[config.mk]
export PLATFORM = sky130hd
export DESIGN_NAME = conv_window_5x5
export DESIGN_NICKNAME = d
export VERILOG_FILES = /design/src/rtl/lenet_pkg.sv /design/src/rtl/conv_line_buffer.sv /design/src/rtl/conv_window_5x5.sv
export SDC_FILE = /design/constraint.sdc
export NUM_CORES = 1
export LEC_CHECK = 0
export BUFFER_PORTS_ARGS = -buffer_cell sky130_fd_sc_hd__buf_2
export CORE_AREA = 5 5 376 378
export CTS_CLUSTER_SIZE = 25
export DETAILED_ROUTE_END_ITERATION = 12
export DIE_AREA = 0 0 381 383
export MAX_ROUTING_LAYER = met4
export SLEW_MARGIN = 30
export SYNTH_ARGS = -nofsm -noshare
export SYNTH_HDL_FRONTEND = slang
export SYNTH_HIERARCHICAL = 1
export SYNTH_SLANG_ARGS = --single-unit
[constraint.sdc]
create_clock -name clk -period 11.4 [get_ports clk]
set_input_delay 0.57 -clock clk [delete_from_list [all_inputs] [get_ports clk]]
set_output_delay 0.57 -clock clk [all_outputs]
set_load 0.05 [all_outputs]
[src/rtl/lenet_pkg.sv]
// Constants shared by the LeNet 5x5 window generator and the convolution PE.
package lenet_pkg;
    localparam int PIX_W     = 8;
    localparam int K         = 5;
    localparam int IMG_W_DEF = 32;
    localparam int IMG_H_DEF = 32;
    localparam int TAP_W     = (K - 1) * PIX_W;
    localparam int WIN_W     = K * K * PIX_W;

    typedef logic [PIX_W-1:0] pix_t;
endpackage

[src/rtl/conv_line_buffer.sv]
// Column-indexed line store: one word per image column holding the four previous rows.
// Registered write, combinational read, so a read-modify-write at one address fits in one cycle.
module conv_line_buffer #(
    parameter int DEPTH = 32,
    parameter int WIDTH = 32,
    localparam int AW   = $clog2(DEPTH)
) (
    input  logic             clk,
    input  logic             we,
    input  logic [AW-1:0]    addr,
    input  logic [WIDTH-1:0] wdata,
    output logic [WIDTH-1:0] rdata
);
    logic [WIDTH-1:0] mem [DEPTH];

    always_ff @(posedge clk) begin
        if (we) begin
            mem[addr] <= wdata;
        end
    end

    // Old contents are returned while the same address is being overwritten.
    assign rdata = mem[addr];
endmodule

[src/rtl/conv_window_5x5.sv]
// Streaming 5x5 window generator: raster pixels in, one full window per valid output position out.
// Window bytes are row-major; byte 0 is the top-left pixel, byte 24 the newest pixel.
module conv_window_5x5
    import lenet_pkg::*;
#(
    parameter int IMG_W = IMG_W_DEF,
    parameter int IMG_H = IMG_H_DEF
) (
    input  logic             clk,
    input  logic             reset_n,
    input  logic             soft_clr,
    input  logic             in_valid,
    input  logic [PIX_W-1:0] in_pix,
    output logic             win_valid,
    output logic [WIN_W-1:0] win_out,
    output logic [4:0]       out_row,
    output logic [4:0]       out_col,
    output logic             frame_done
);
    localparam int CW = $clog2(IMG_W);
    localparam int RW = $clog2(IMG_H);

    logic [CW-1:0]    col_reg;
    logic [RW-1:0]    row_reg;
    logic             accept;
    logic             col_last;
    logic             row_last;
    logic             win_fire;
    logic [TAP_W-1:0] tap_rd;
    logic [TAP_W-1:0] tap_wr;
    logic [WIN_W-1:0] win_flat;

    pix_t col_new  [K];
    pix_t win_reg  [K][K];
    pix_t win_next [K][K];

    // A frame abort outranks a pixel arriving in the same cycle.
    assign accept   = in_valid && !soft_clr;
    assign col_last = (col_reg == CW'(IMG_W - 1));
    assign row_last = (row_reg == RW'(IMG_H - 1));
    assign win_fire = accept && (row_reg >= RW'(K - 1)) && (col_reg >= CW'(K - 1));
    assign tap_wr   = {tap_rd[TAP_W-PIX_W-1:0], in_pix};

    conv_line_buffer #(
        .DEPTH (IMG_W),
        .WIDTH (TAP_W)
    ) u_line_buffer (
        .clk   (clk),
        .we    (accept),
        .addr  (col_reg),
        .wdata (tap_wr),
        .rdata (tap_rd)
    );

    genvar gi, gj;
    generate
        for (gi = 0; gi < K; gi++) begin : g_row
            // Oldest tap byte sits in the top bits and feeds the top window row.
            if (gi < K - 1) begin : g_tap
                assign col_new[gi] = tap_rd[(K-2-gi)*PIX_W +: PIX_W];
            end else begin : g_pix
                assign col_new[gi] = in_pix;
            end

            for (gj = 0; gj < K; gj++) begin : g_col
                if (gj < K - 1) begin : g_shift
                    assign win_next[gi][gj] = win_reg[gi][gj+1];
                end else begin : g_load
                    assign win_next[gi][gj] = col_new[gi];
                end

                assign win_flat[(gi*K+gj)*PIX_W +: PIX_W] = win_next[gi][gj];

                always_ff @(posedge clk or negedge reset_n) begin
                    if (!reset_n) begin
                        win_reg[gi][gj] <= '0;
                    end else if (accept) begin
                        win_reg[gi][gj] <= win_next[gi][gj];
                    end
                end
            end
        end
    endgenerate

    always_ff @(posedge clk or negedge reset_n) begin
        if (!reset_n) begin
            col_reg    <= '0;
            row_reg    <= '0;
            win_valid  <= 1'b0;
            frame_done <= 1'b0;
            win_out    <= '0;
            out_row    <= '0;
            out_col    <= '0;
        end else begin
            win_valid  <= win_fire;
            frame_done <= accept && col_last && row_last;
            if (soft_clr) begin
                col_reg <= '0;
                row_reg <= '0;
            end else if (in_valid) begin
                if (col_last) begin
                    col_reg <= '0;
                    row_reg <= row_last ? '0 : row_reg + 1'b1;
                end else begin
                    col_reg <= col_reg + 1'b1;
                end
            end
            // Output registers only move when a real window is presented.
            if (win_fire) begin
                win_out <= win_flat;
                out_row <= 5'(row_reg - RW'(K - 1));
                out_col <= 5'(col_reg - CW'(K - 1));
            end
        end
    end
endmodule

==> out/results.tsv <==
stage	metric	value	unit
final_layout	most frequent cells in the layout	edfxtp_1 (1,024), mux2i_1 (515), dfrtp_1 (380)	
job	Max Cap Viol	0	
global_routing	largest net degree at the start of global routing	141	
clock_network	Worst-path clk slew	0.06	ns
pwr	total net switching power	2.44	mW
die	Chip Width	381	µm
synth	Yosys Warn Count	6	
pwr	power per cell area	179	nW/µm²
final_layout	register area	40300	µm²
detailed_routing	Initial DRC Count	2630	
clock_network	CTS buffer count	143	
pwr	Clock power frac	0.417	
die	Die Y	383	µm
clock_network	clk root buf	clkbuf_16	
sta	worst slew pin tran	1.04	ns
pwr	Max VDD drop	133	µV
final_layout	filler cell count	11700	
final_layout	# diodes	0	
synth	syn_area_per_cell	18.5	µm²
detailed_routing	DR WL/cell	26.8	µm
critical_path	Worst setup EP type	flop	
final_layout	share of post-route cells with drive strength above 1	0.279	
sta	clk_skew	0.0303	ns
sta	Fin Setup TNS	0	ns
pwr	register share of total power	0.530	
synth	post-synthesis cell count	2940	
placement	Port Buf Inserts	223	
clock_network	CTS hold repair buffers	1	
synth	Synth Flop Type	edfxtp_1	
critical_path	Req. time, crit path	12.03	ns
pwr	Leakage	22.4	nW
outcome	status	finished, final reports clean	
detailed_routing	drt drc	0	
pwr	switch share	0.218	
critical_path	arrival time at the worst endpoint	5.42	ns
critical_path	Crit Path Class	flop to flop	
sta	min Tclk post-route	4.80	ns
detailed_routing	Via density	5.49	
critical_path	startpoint class of the critical path	flop	
die	I/O pins	224	
sta	worst hold slack	0.149	ns
sta	Final Hold Fails	0	
global_routing	first-pass GRT wire length	199000	µm
global_routing	vias in the first global route	28100	
final_layout	max reg flops	1024	
min_path	HP Class	input pin to flop	
sta	endpoints failing setup	0	
sta	crit share post-route	0.421	
synth	post-synthesis sequential area ratio	0.740	
final_layout	area delta synth->final	14.5	%
detailed_routing	number of vias in the routed layout	28200	
synth	Synth async-reset ratio	0.272	
synth	distinct cell type count after synthesis	42	
synth	Yosys reg bits	1406	
pwr	Combinational Power Share	0.053	
clock_network	CTS Sinks	1406	
critical_path	crit path max fanout	54	
die	initial core utilization	0.397	
sta	FMAX	0.209	GHz
placement	Placement Cell Area	57600	µm²
die	Core Footprint	137000	µm²
placement	GP Congestion	0.755	
synth	Post-synth EDFFs	1024	
synth	syn nets	2964	
global_routing	GRT Overall Usage	0.191	
clock_network	clk buf depth	3	
pwr	P_int	8.73	mW
detailed_routing	DR pass1 iterations	5	
final_layout	Largest Register	u_line_buffer/mem	
global_routing	initial antenna violation count	6	
clock_network	setup bufs post-CTS	0	
detailed_routing	DRT antenna net count	0	
detailed_routing	WL final	138000	µm
placement	Final HPWL DP	72500	µm
final_layout	nets@finish	3251	
global_routing	GRT overflow	0	
die	Die Area	146000	µm²
clock_network	worst-skew pair later-pin latency	0.76	ns
final_layout	Multi-input gate area	13200	µm²
sta	unrepaired setup endpoints after global routing	no	
final_layout	commonest non-fill, non-tap cell in the layout	edfxtp_1	
sta	Slew headroom	0.307	
clock_network	H-Tree Depth	4	
final_layout	fin area	62300	µm²
synth	Syn Std Cell Area	54500	µm²
clock_network	CTS tree	yes	
clock_network	CTS resizes	0	
die	Core Rows	136	
sta	max-slew violations	0	
synth_stat cells, types with 3 or more instances:
| cell type | instances | area [µm²] |
|---|---|---|
| buf_2 | 90 | 450 |
| or4b_4 | 3 | 41.3 |
| nor2_1 | 33 | 124 |
| edfxtp_1 | 1024 | 30700 |
| nor4_1 | 64 | 400 |
| ha_1 | 12 | 150 |
| clkbuf_1 | 33 | 124 |
| nand3_1 | 6 | 30.0 |
| buf_4 | 5 | 37.5 |
| nand4bb_1 | 6 | 67.6 |
| mux2_2 | 180 | 2030 |
| nand2_1 | 39 | 146 |
| mux2_1 | 20 | 225 |
| buf_12 | 20 | 400 |
| mux2i_1 | 515 | 5150 |
| buf_6 | 20 | 225 |
| nor3_1 | 4 | 20.0 |
| a21oi_1 | 9 | 45.0 |
| mux2_4 | 168 | 2520 |
| nand4b_1 | 4 | 35.0 |
| o22ai_1 | 256 | 1600 |
| or3b_2 | 3 | 26.3 |
| dfrtp_1 | 382 | 9560 |
| o21ai_0 | 4 | 20.0 |
| nand3b_1 | 5 | 37.5 |
| inv_1 | 12 | 45.0 |
cell type report:
| cell class | count | area share |
|---|---|---|
| multi-input cells | 1352 | 0.211 |
| inverters | 12 | 0.000723 |
| clock buffers | 181 | 0.0627 |
| well taps | 1794 | 0.0360 |
| clock inverters | 78 | 0.0124 |
| repair buffers | 312 | 0.0303 |
| flip-flops and latches | 1406 | 0.647 |
worst max-delay path, stage by stage, from the launching register on:
cell and delay [ns]:
dfrtp_4 1.01, buf_4 0.84, buf_4 0.83, mux2i_1 0.28, o22ai_1 0.11, nor4_1 0.35
nand2_1 0.61, mux2_2 0.51
per-stage QoR:
step / cells / worst slack [ns] / utilization / power, mW
6_report: 5135 / 6.60 / 0.455 / 11.2
4_1_cts: 5133 / 6.33 / 0.454 / 11.3
5_1_grt: 5135 / 6.35 / 0.455 / 11.6
3_3_place_gp: 4873 / 6.42 / 0.420 / 6.60
2_1_floorplan: 2940 / 6.74 / - / 6.37
3_5_place_dp: 4873 / 6.33 / 0.420 / 6.62
final timing paths:
path                              startpoint            end  slack, ns  cells past startpoint
worst min register to register  win_out[147]   win_out[147]       0.48                      1
min in group asynchronous            reset_n   win_out[175]       0.33                      2
max in group asynchronous            reset_n   win_flat[90]       8.90                      5
worst max register to register    col_reg[1]  win_flat[105]       6.60                      7
worst max-delay path              col_reg[1]  win_flat[105]       6.60                      7
worst min-delay path                soft_clr     col_reg[1]       0.15                      2
kinds of logic (layout without fill, tap and decap cells):
| group | Yosys count | count (layout) | synth area share |
|---|---|---|---|
| buffers and inverters | 182 | 583 | 0.0239 |
| AND/OR/NAND/NOR | 182 | 182 | 0.0194 |
| multiplexers | 883 | 883 | 0.182 |
| AO/OA/AOI/OAI | 273 | 273 | 0.0314 |
| adder cells (fa/ha/maj) | 12 | 12 | 0.00276 |
| flip-flops | 1406 | 1406 | 0.740 |
| XOR/XNOR | 2 | 2 | 0.000322 |
power groups by stage:
stage / sequential, mW / combinational, mW / clock [mW]
floorplan: 5.96 / 0.414 / 0
CTS: 5.92 / 0.593 / 4.77
global placement: 6.02 / 0.575 / 0
finish: 5.92 / 0.588 / 4.66
global route: 5.95 / 0.646 / 4.98
detailed placement: 6.03 / 0.590 / 0
per-layer routing:
| layer | global-route usage | vias to the layer above | routed length, µm | part of all wire |
|---|---|---|---|---|
| met5 | - | - | 0 | 0 |
| met3 | 0.0399 | 235 | 10000 | 0.073 |
| met2 | 0.302 | 1009 | 65700 | 0.48 |
| met4 | 0.0569 | 0 | 3770 | 0.027 |
| li1 | - | 12100 | - | - |
| met1 | 0.251 | 14800 | 58100 | 0.42 |
Note: power is estimated with default switching activity, not from simulation.
